==> src/rtl/enigma_pkg.sv <==
// Shared Enigma constants: rotor wirings, inverse lookups and modular helpers
// used by both the front-to-back and the back-to-front scrambler paths.
package enigma_pkg;

  localparam int SYMS_DEF = 26;
  localparam int W_DEF    = 6;

  typedef logic [W_DEF-1:0] sym_t;
  typedef logic [W_DEF:0]   wide_t;

  // Historic rotors I, II, III as forward wirings
  localparam int R0_FWD [26] = '{4,10,12,5,11,6,3,16,21,25,13,19,14,22,24,7,23,20,18,15,0,8,1,17,2,9};
  localparam int R1_FWD [26] = '{0,9,3,10,18,8,17,20,23,1,11,7,22,19,12,2,16,6,25,13,15,24,5,21,14,4};
  localparam int R2_FWD [26] = '{1,3,5,7,9,11,2,15,17,19,23,21,25,13,24,4,10,12,8,22,6,0,16,20,18,14};

  function automatic sym_t rotor_fwd(input int id, input sym_t idx);
    sym_t r;
    r = '0;
    for (int i = 0; i < SYMS_DEF; i++) begin
      if (sym_t'(i) == idx) begin
        case (id)
          0:       r = sym_t'(R0_FWD[i]);
          1:       r = sym_t'(R1_FWD[i]);
          default: r = sym_t'(R2_FWD[i]);
        endcase
      end
    end
    return r;
  endfunction

  // Inverse wiring found by matching the forward table; folds to a constant mux
  function automatic sym_t rotor_inv(input int id, input sym_t x);
    sym_t r;
    r = '0;
    for (int i = 0; i < SYMS_DEF; i++)
      if (rotor_fwd(id, sym_t'(i)) == x) r = sym_t'(i);
    return r;
  endfunction

  function automatic sym_t R0_INV(input sym_t x); return rotor_inv(0, x); endfunction
  function automatic sym_t R1_INV(input sym_t x); return rotor_inv(1, x); endfunction
  function automatic sym_t R2_INV(input sym_t x); return rotor_inv(2, x); endfunction

  // Operands are < m, so one conditional subtract suffices
  function automatic wide_t mod_add(input wide_t a, input wide_t b, input wide_t m);
    wide_t s;
    s = a + b;
    if (s >= m) s = s - m;
    return s;
  endfunction

  function automatic wide_t mod_sub(input wide_t a, input wide_t b, input wide_t m);
    wide_t s;
    s = a + m - b;
    if (s >= m) s = s - m;
    return s;
  endfunction

endpackage

==> src/rtl/rotor_inv_stage.sv <==
// One inverse-rotor step: offset, inverse lookup, un-offset, then a holdable
// output register carrying valid and error flags.
module rotor_inv_stage
  import enigma_pkg::*;
#(
  parameter int ROTOR_ID = 0,
  parameter int SYMS     = 26,
  parameter int W        = 6
) (
  input  logic         clk,
  input  logic         rst,
  input  logic         en,
  input  logic         in_valid,
  input  logic         in_err,
  input  logic [W-1:0] in_data,
  input  logic [W-1:0] pos,
  output logic         valid,
  output logic         err,
  output logic [W-1:0] data
);

  localparam logic [W:0] SYMS_W = (W+1)'(SYMS);

  logic [W:0]   idx, back;
  logic [W-1:0] look, res;

  always_comb begin
    idx  = mod_add({1'b0, in_data}, {1'b0, pos}, SYMS_W);
    look = rotor_inv(ROTOR_ID, idx[W-1:0]);
    back = mod_sub({1'b0, look}, {1'b0, pos}, SYMS_W);
    // Bad characters pass through untouched so the error is traceable downstream
    res  = in_err ? in_data : back[W-1:0];
  end

  always_ff @(posedge clk) begin
    if (rst) begin
      valid <= 1'b0;
      err   <= 1'b0;
      data  <= '0;
    end else if (en) begin
      valid <= in_valid;
      err   <= in_valid & in_err;
      data  <= res;
    end
  end

endmodule

==> src/rtl/rotor_btof_pipe.sv <==
// Back-to-front scrambler path: inverse rotor2 -> rotor1 -> rotor0 as a
// three-stage pipeline; positions ride along with each character.
module rotor_btof_pipe
  import enigma_pkg::*;
#(
  parameter int SYMS = SYMS_DEF,
  parameter int W    = W_DEF
) (
  input  logic         clk,
  input  logic         rst,
  input  logic         in_valid,
  output logic         in_ready,
  input  logic [W-1:0] in_data,
  input  logic [W-1:0] r0_position,
  input  logic [W-1:0] r1_position,
  input  logic [W-1:0] r2_position,
  output logic         out_valid,
  input  logic         out_ready,
  output logic [W-1:0] out_data,
  output logic         out_err
);

  localparam int         STAGES = 3;
  localparam logic [W:0] SYMS_W = (W+1)'(SYMS);

  logic                          advance;
  logic [STAGES:0]               vld_pipe, err_pipe;
  logic [STAGES:0][W-1:0]        data_pipe;
  logic [STAGES-1:0][W-1:0]      stg_pos;
  logic [W-1:0]                  r1_q, r0_q, r0_qq;

  // Whole pipe moves as one; a stall freezes every stage
  assign advance  = !out_valid | out_ready;
  assign in_ready = advance & !rst;

  assign vld_pipe[0]  = in_valid;
  assign data_pipe[0] = in_data;
  assign err_pipe[0]  = ({1'b0, in_data}     >= SYMS_W) | ({1'b0, r0_position} >= SYMS_W) |
                        ({1'b0, r1_position} >= SYMS_W) | ({1'b0, r2_position} >= SYMS_W);

  assign stg_pos[0] = r2_position;
  assign stg_pos[1] = r1_q;
  assign stg_pos[2] = r0_qq;

  always_ff @(posedge clk) begin
    if (rst) begin
      r1_q  <= '0;
      r0_q  <= '0;
      r0_qq <= '0;
    end else if (advance) begin
      r1_q  <= r1_position;
      r0_q  <= r0_position;
      r0_qq <= r0_q;
    end
  end

  for (genvar k = 0; k < STAGES; k++) begin : g_stg
    rotor_inv_stage #(
      .ROTOR_ID (STAGES-1-k),
      .SYMS     (SYMS),
      .W        (W)
    ) u_stg (
      .clk      (clk),
      .rst      (rst),
      .en       (advance),
      .in_valid (vld_pipe[k]),
      .in_err   (err_pipe[k]),
      .in_data  (data_pipe[k]),
      .pos      (stg_pos[k]),
      .valid    (vld_pipe[k+1]),
      .err      (err_pipe[k+1]),
      .data     (data_pipe[k+1])
    );
  end

  assign out_valid = vld_pipe[STAGES];
  assign out_err   = err_pipe[STAGES];
  assign out_data  = data_pipe[STAGES];

endmodule

==> config.mk <==
export PLATFORM = sky130hd
export DESIGN_NAME = rotor_btof_pipe
export DESIGN_NICKNAME = d
export VERILOG_FILES = /design/src/rtl/enigma_pkg.sv /design/src/rtl/rotor_inv_stage.sv /design/src/rtl/rotor_btof_pipe.sv
export SDC_FILE = /design/constraint.sdc
export NUM_CORES = 1
export LEC_CHECK = 0
export ABC_AREA = 1
export BUFFER_PORTS_ARGS = -buffer_cell sky130_fd_sc_hd__buf_2
export CAP_MARGIN = 40
export CELL_PAD_IN_SITES_DETAIL_PLACEMENT = 0
export CELL_PAD_IN_SITES_GLOBAL_PLACEMENT = 1
export CORE_ASPECT_RATIO = 0.9
export CORE_MARGIN = 8
export CORE_UTILIZATION = 40
export DETAILED_ROUTE_END_ITERATION = 8
export PLACE_DENSITY = 0.79
export SLEW_MARGIN = 0
export SYNTH_ARGS = -nofsm -noshare
export SYNTH_HDL_FRONTEND = slang
export SYNTH_SLANG_ARGS = --single-unit
==> constraint.sdc <==
create_clock -name clk -period 6.8 [get_ports clk]
set_input_delay 1.02 -clock clk [delete_from_list [all_inputs] [get_ports clk]]
set_output_delay 1.02 -clock clk [all_outputs]
set_load 0.01 [all_outputs]
==> results of run 1 <==
kinds of logic after synthesis:
| logic type | Yosys count | synth area share |
|---|---|---|
| and+or+nand+nor | 383 | 0.3453 |
| DFF | 42 | 0.1678 |
| adders and majority gates | 60 | 0.1588 |
| AOI/OAI and AO/OA | 133 | 0.1615 |
| xor gates and xnor gates | 20 | 0.03945 |
| muxes | 1 | 0.001998 |
| buffers and inverters | 159 | 0.1251 |
cells in the final DEF (no fill, tap or decap), types with 3 or more instances in the layout:
cell	synthesis	final
a211oi_1	6	6
a21oi_1	24	24
buf_2	0	36
clkbuf_16	0	5
dfxtp_1	42	42
fa_1	6	6
ha_1	54	54
inv_1	137	137
inv_2	4	4
nand2_1	175	175
nand2_2	11	11
nand3_1	74	74
nand3b_1	3	3
nand4_1	10	10
nor2_1	74	73
nor2_2	10	11
nor2_4	3	3
nor3_1	9	9
nor3_2	5	5
o211ai_1	7	7
o21ai_0	50	50
o21ai_1	7	7
o21ai_2	5	5
o22ai_1	16	16
xnor2_1	7	7
xor2_1	10	10
metrics by stage:
stage          cell area, um^2    util  std cells  hold WS (ns)
6_report                  5469  0.4511        987        0.4709
5_1_grt                   5469  0.4511        987        0.5006
4_1_cts                   5469  0.4511        987        0.4756
3_5_place_dp              5315  0.4384        979        0.4650
3_3_place_gp              5315  0.4384        979        0.4601
2_1_floorplan             5011       -        798        0.4459
final timing paths:
check                               from                endpoint  slack (ns)  cells past startpoint
worst max-delay path            r0_qq[0]  g_stg[2].u_stg.data[4]        0.80                     33
worst min-delay path             r0_q[0]                r0_qq[0]        0.47                      2
worst max register to register  r0_qq[0]  g_stg[2].u_stg.data[4]        0.80                     33
worst min register to register   r0_q[0]                r0_qq[0]        0.47                      2
per-layer routing:
metal | up-vias | routed length (um) | GRT usage
met5 | - | 0 | 0
met4 | 0 | 95 | 0.02453
met3 | 10 | 521 | 0.02016
met2 | 115 | 6015 | 0.2771
met1 | 2251 | 6222 | 0.2083
li1 | 2674 | - | -
registers in the layout (all words and copies together), names as in the netlist:
signal / count
r0_qq: 6
g_stg.u_stg.data: 18
r1_q: 6
g_stg.u_stg.err: 3
r0_q: 6
g_stg.u_stg.valid: 3
critical path, delay by kind of cell, from the launching register on:
family / cells / cell delay [ns]
buffers and inverters: 6 / 0.38
XOR/XNOR: 1 / 0.21
adder cells (fa/ha/maj): 6 / 1.68
flip-flops: 1 / 0.42
AND/OR/NAND/NOR: 14 / 2.01
AO/OA/AOI/OAI: 6 / 1.16
area by class of cell:
cell class / instances / area (um^2)
timing repair buffer: 38 / 195.2
inverter: 142 / 533.0
fill: 1292 / 6655
tap: 160 / 200.2
clock inverter: 3 / 28.78
clock buffer: 5 / 125.1
multi-input combinational: 597 / 3546
sequential: 42 / 840.8
==> reports/metrics.cfg, run 1 <==
[outcome]
status = completed

[place]
gp_congestion = 0.9152
portBuffers = 36
hpwl_mm = 10.63
dp_slack_ns = 0.6678

[clocking]
clkTransAtPathRegs_ns = 0.06
cts_hold_buffers = 0
clock_latency_ns = 0.28
cts_tree = built
post_cts_resized = 0
ctsRootBufferMaster = clkbuf_16
cts_sinks = 42
cts-htree-levels = 2
cts_buffers = 5
clockBufferDepth = 2
cts_setup_buffers = 0

[detailed_routing]
via_count = 5050
routed_wl_mm = 12.86
drtAntennaViolNets = 0
viasPerCell = 5.117
route.detailed.drc = 0
first_pass_iters = 7
drtIter0Drc = 259
drt-wirelength-per-cell_um = 13.02

[timing]
fin_ws_ns = 0.7954
worst_pin_slew_ns = 0.8784
clock.fmax_mhz = 166.5
final-setup-viol-count = 0
fin_skew_ns = 0.005208
finalHoldViolations = 0
drv_slew = 0
finalCritPeriodShare = 0.8830
timing.slew.headroom = 0.4137
tns_ns = 0
period_needed_ns = 6.005
rsz0062_at_grt = false

[grt]
grt_max_degree = 32
track_usage = 0.1585
grt_pass1_wl_mm = 22.09
grt.overflow.total = 0
antenna_found_initial = 0
first_global_vias = 4737

[floorplan]
die_w_um = 134.0
die_y_um = 122.2
core_region_area_um2 = 12120
num_rows = 38
initial_core_util = 0.4133
die-area_um2 = 16370
ios = 37

[worst_setup_path]
critPathMostFrequentCell = inv_1
cp.required_ns = 6.93
startpoint_type = register
critPathKind = reg2reg
slowest_stage = dfxtp_1
crit_arrival_ns = 6.13
max_stage_delay_ns = 0.42
worstPathMaxFanout = 13
end_kind = register

[run]
maxCapViolations = 0

[finish]
antenna_cells = 0
nets = 914
area_growth_pct = 9.139
drive_gt1_frac = 0.1197

[logic_synthesis]
synth_top_area_frac = 0.1678
ys_ff_latch = 42
synth_area_leaders = dfxtp_1 (17%), ha_1 (13%), nand2_1 (13%)
synth_area_leader_cell = dfxtp_1
netlist_area_um2 = 5011
yosysUniqueCellTypes = 51
synth_warnings = 0
syn_nets = 886
syn_area_per_cell_um2 = 6.280
seq_area_frac_synth = 0.1678
synthTopCellsByCount = nand2_1 (175), inv_1 (137), nand3_1 (74), nor2_1 (74), ha_1 (54)
synth_ff_type = dfxtp_1
yosysMostFrequentCell = nand2_1
async_flop_share = 0
synthCells = 798
synth_enable_flop_cells = 0

[hold_path]
hold_class = reg2reg

Power of run 1 is not shown: default switching activity piles up to over one toggle a cycle in this logic, so the estimate is an artifact.
==> inputs of run 2 (changes only) <==
--- a/config.mk
+++ b/config.mk
@@ -15,6 +15,7 @@
 export CORE_UTILIZATION = 40
 export DETAILED_ROUTE_END_ITERATION = 8
 export PLACE_DENSITY = 0.79
+export REMOVE_ABC_BUFFERS = 1
 export SLEW_MARGIN = 0
 export SYNTH_ARGS = -nofsm -noshare
 export SYNTH_HDL_FRONTEND = slang
==> run 2 against run 1 <==
Effect of this change:
- sequential share of layout area shrank 0.056 points
- fmax up 1.6%
- setup slack improved by 0.092 ns
- critical endpoint unchanged
- register-to-register slack improved by 0.09 ns
==> reports/metrics.cfg, run 2 (synthesized netlist as in run 1, its figures left out) <==
[grt]
track_usage = 0.1594
grt_max_degree = 29
antenna_found_initial = 0
first_global_vias = 4821
grt.overflow.total = 0
grt_pass1_wl_mm = 21.99

[clocking]
post_cts_resized = 0
clockBufferDepth = 2
cts_sinks = 42
cts-htree-levels = 2
cts_buffers = 5
ctsRootBufferMaster = clkbuf_16
cts_hold_buffers = 0
clock_latency_ns = 0.28
cts_tree = built
clkTransAtPathRegs_ns = 0.06
cts_setup_buffers = 0

[timing]
timing.slew.headroom = 0.4853
drv_slew = 0
rsz0062_at_grt = false
worst_pin_slew_ns = 0.7674
clock.fmax_mhz = 169.1
period_needed_ns = 5.912
fin_skew_ns = 0.005133
finalHoldViolations = 0
final-setup-viol-count = 0
tns_ns = 0
finalCritPeriodShare = 0.8695

[place]
gp_congestion = 0.9202
hpwl_mm = 10.52
place_area_um2 = 5343
portBuffers = 36

[worst_setup_path]
rr_startpoint = r0_qq[0]
worstPathMaxFanout = 13
r2r_slack_ns = 0.89
critPathKind = reg2reg
startpoint = r0_qq[0]
crit_arrival_ns = 6.06
reg2reg_depth = 38
worstReg2RegEnd = g_stg[2].u_stg.data[4]
cp.required_ns = 6.95
end_kind = register
startpoint_type = register
max_stage_delay_ns = 0.40
slowest_stage = dfxtp_1
critPathMostFrequentCell = nand2_1
crit_end = g_stg[2].u_stg.data[4]

[finish]
nets = 915
layout_common_cells = nand2_1 (175), inv_1 (137), nand3_1 (74)
drive_gt1_frac = 0.1208
largest_reg_flops = 18
largest_register = g_stg.u_stg.data
mostFrequentLayoutCell = nand2_1
final_cell_area_um2 = 5489
antenna_cells = 0
area_growth_pct = 9.538
fillers = 1282

[detailed_routing]
viasPerCell = 5.113
drt-wirelength-per-cell_um = 12.84
drtIter0Drc = 312
first_pass_iters = 5
drtAntennaViolNets = 0
route.detailed.drc = 0
routed_wl_mm = 12.69
via_count = 5052

[floorplan]
die-area_um2 = 16370
num_rows = 38
core_region_area_um2 = 12120
initial_core_util = 0.4133
die_w_um = 134.0
ios = 37
die_y_um = 122.2

[outcome]
status = completed

[run]
maxCapViolations = 0

[hold_path]
hold_class = reg2reg
hold_depth = 2

[run 2: changes by cell type in the layout (fill, tap and decap cells not counted)]
cell        before  now
buf_16           0    1
inv_8            1    0
inv_6            1    0
clkinvlp_4       0    1
clkinv_2         0    1
[run 2: area by class of cell]
| cell class | instances | area (um^2) | share of cell area |
|---|---|---|---|
| tap | 160 | 200.2 | 0.03647 |
| inverter | 142 | 533.0 | 0.09711 |
| clock inverter | 3 | 21.27 | 0.003875 |
| sequential | 42 | 840.8 | 0.1532 |
| timing repair buffer | 39 | 222.7 | 0.04057 |
| multi-input combinational | 597 | 3546 | 0.6460 |
| clock buffer | 5 | 125.1 | 0.02279 |
[run 2: worst min-delay path by stage]
stage	start	endpoint	slack, ns
2_1_floorplan	r0_q[0]	r0_q[0]	0.45
3_3_place_gp	g_stg[2].u_stg.data[1]	g_stg[2].u_stg.data[1]	0.46
3_5_place_dp	r0_q[0]	r0_q[0]	0.46
4_1_cts	r0_q[2]	r0_qq[2]	0.47
5_1_grt	r0_q[2]	r0_qq[2]	0.49
6_report	r0_q[0]	r0_q[0]	0.47
[run 2: critical path, delay by kind of cell (launching register included)]
kind | cells | cell delay (ns)
buffers and inverters | 6 | 0.36
xor gates and xnor gates | 1 | 0.19
and+or+nand+nor | 20 | 2.37
adders and majority gates | 6 | 1.51
AOI/OAI and AO/OA | 5 | 0.91
DFF | 1 | 0.40
[run 2: routing by layer]
layer	wire length, um	track usage
met1	6043	0.2022
met2	6091	0.2865
met3	455	0.01893
met4	95	0.02943
met5	0	0
[run 2: metrics by stage]
step                setup WS [ns]    util  instances  hold slack (ns)
floorplan                   1.273       -        781           0.4459
global placement           0.8529  0.4384        979           0.4605
detailed placement         0.7019  0.4407        980           0.4643
CTS                        0.9234  0.4527        988           0.4726
global route              0.08114  0.4527        988           0.4861
finish                     0.8875  0.4527        988           0.4729
Power of run 2 is left out for the same reason.
==> inputs of run 3 (changes only) <==
--- a/config.mk
+++ b/config.mk
@@ -6,7 +6,7 @@
 export NUM_CORES = 1
 export LEC_CHECK = 0
 export ABC_AREA = 1
-export BUFFER_PORTS_ARGS = -buffer_cell sky130_fd_sc_hd__buf_2
+export BUFFER_PORTS_ARGS = -buffer_cell sky130_fd_sc_hd__buf_4
 export CAP_MARGIN = 40
 export CELL_PAD_IN_SITES_DETAIL_PLACEMENT = 0
 export CELL_PAD_IN_SITES_GLOBAL_PLACEMENT = 1
==> run 3 against run 2 <==
Effect of this change:
- register-to-register slack about the same
- global-route usage up 0.12 points
- cell area up 2.0%
- worst hold slack better by 0.0047 ns
- sequential share of layout area down 0.30 points
- cell count unchanged
- critical path depth down 5
==> reports/metrics.cfg, run 3 (synthesized netlist as in run 1, its figures left out) <==
[outcome]
status = completed

[grt]
first_global_vias = 4947
track_usage = 0.1605
grt_max_degree = 32
grt.overflow.total = 0
antenna_found_initial = 0
grt_pass1_wl_mm = 22.36

[finish]
largest_reg_flops = 18
drive_gt1_frac = 0.1196
largest_register = g_stg.u_stg.data
nets = 915
fillers = 1282
area_growth_pct = 11.74
layout_common_cells = nand2_1 (175), inv_1 (137), nand3_1 (74)
antenna_cells = 0
mostFrequentLayoutCell = nand2_1

[clocking]
post_cts_resized = 0
cts_buffers = 5
ctsRootBufferMaster = clkbuf_16
cts_hold_buffers = 0
clock_latency_ns = 0.28
cts_tree = built
cts-htree-levels = 2
cts_setup_buffers = 0
clkTransAtPathRegs_ns = 0.06
cts_sinks = 42
clockBufferDepth = 2

[worst_setup_path]
cp.required_ns = 6.96
startpoint_type = register
crit_arrival_ns = 6.06
worstPathMaxFanout = 13
slowest_stage = dfxtp_1
critPathMostFrequentCell = inv_1
end_kind = register
critPathKind = reg2reg
max_stage_delay_ns = 0.41

[timing]
timing.slew.headroom = 0.4901
rsz0062_at_grt = false
period_needed_ns = 5.899
tns_ns = 0
finalCritPeriodShare = 0.8675
drv_slew = 0
fin_skew_ns = 0.003437
worst_pin_slew_ns = 0.7602
clock.fmax_mhz = 169.5
finalHoldViolations = 0
final-setup-viol-count = 0

[place]
gp_congestion = 0.9350
portBuffers = 36
hpwl_mm = 10.57

[floorplan]
initial_core_util = 0.4133
die-area_um2 = 16370
die_y_um = 122.2
core_region_area_um2 = 12120
num_rows = 38
die_w_um = 134.0
ios = 37

[hold_path]
hold_class = reg2reg

[detailed_routing]
route.detailed.drc = 0
drt-wirelength-per-cell_um = 12.91
drtIter0Drc = 330
viasPerCell = 5.140
drtAntennaViolNets = 0
first_pass_iters = 5
via_count = 5078
routed_wl_mm = 12.76

[run]
maxCapViolations = 0

-- run 3: path summary, 6_finish.rpt --
path	startpoint	to	slack, ns	depth (start not counted)
worst max-delay path	r0_qq[0]	g_stg[2].u_stg.data[4]	0.90	33
worst min-delay path	r0_q[2]	r0_qq[2]	0.48	2
worst max register to register	r0_qq[0]	g_stg[2].u_stg.data[4]	0.90	33
worst min register to register	r0_q[2]	r0_qq[2]	0.48	2
-- run 3: layout make-up --
class | instances | area (um^2) | area share
Inverter | 142 | 533.0 | 0.09520
Timing Repair Buffer | 39 | 312.8 | 0.05587
Sequential cell | 42 | 840.8 | 0.1502
Multi-Input combinational cell | 597 | 3546 | 0.6333
Clock inverter | 2 | 37.54 | 0.006704
Clock buffer | 6 | 128.9 | 0.02302
Tap cell | 160 | 200.2 | 0.03575
-- run 3: layer usage --
layer  GRT usage  wire length [um]  up-vias
met5           0                 0        -
met4     0.03504               150        0
met2      0.2808              5995      107
met3     0.02305               493       14
li1            -                 -     2672
met1      0.2056              6116     2285
-- run 3: metrics by stage --
stage / util / std cells / setup slack (ns) / hold WS [ns] / area (um^2)
global placement: 0.4458 / 979 / 0.8583 / 0.4637 / 5405
detailed placement: 0.4481 / 980 / 0.6892 / 0.4681 / 5433
global route: 0.4618 / 988 / 0.1491 / 0.5122 / 5599
CTS: 0.4618 / 988 / 0.9566 / 0.4769 / 5599
finish: 0.4618 / 988 / 0.9008 / 0.4776 / 5599
floorplan: - / 781 / 1.273 / 0.4459 / 4917
-- run 3: critical path: cells and delay by family, from the launching register on --
family	cells	cell delay [ns]
AOI/OAI and AO/OA	6	1.16
xor gates and xnor gates	1	0.17
adders and majority gates	6	1.66
buffers and inverters	6	0.37
DFF	1	0.41
and+or+nand+nor	14	2.00
Power of run 3 is left out for the same reason.
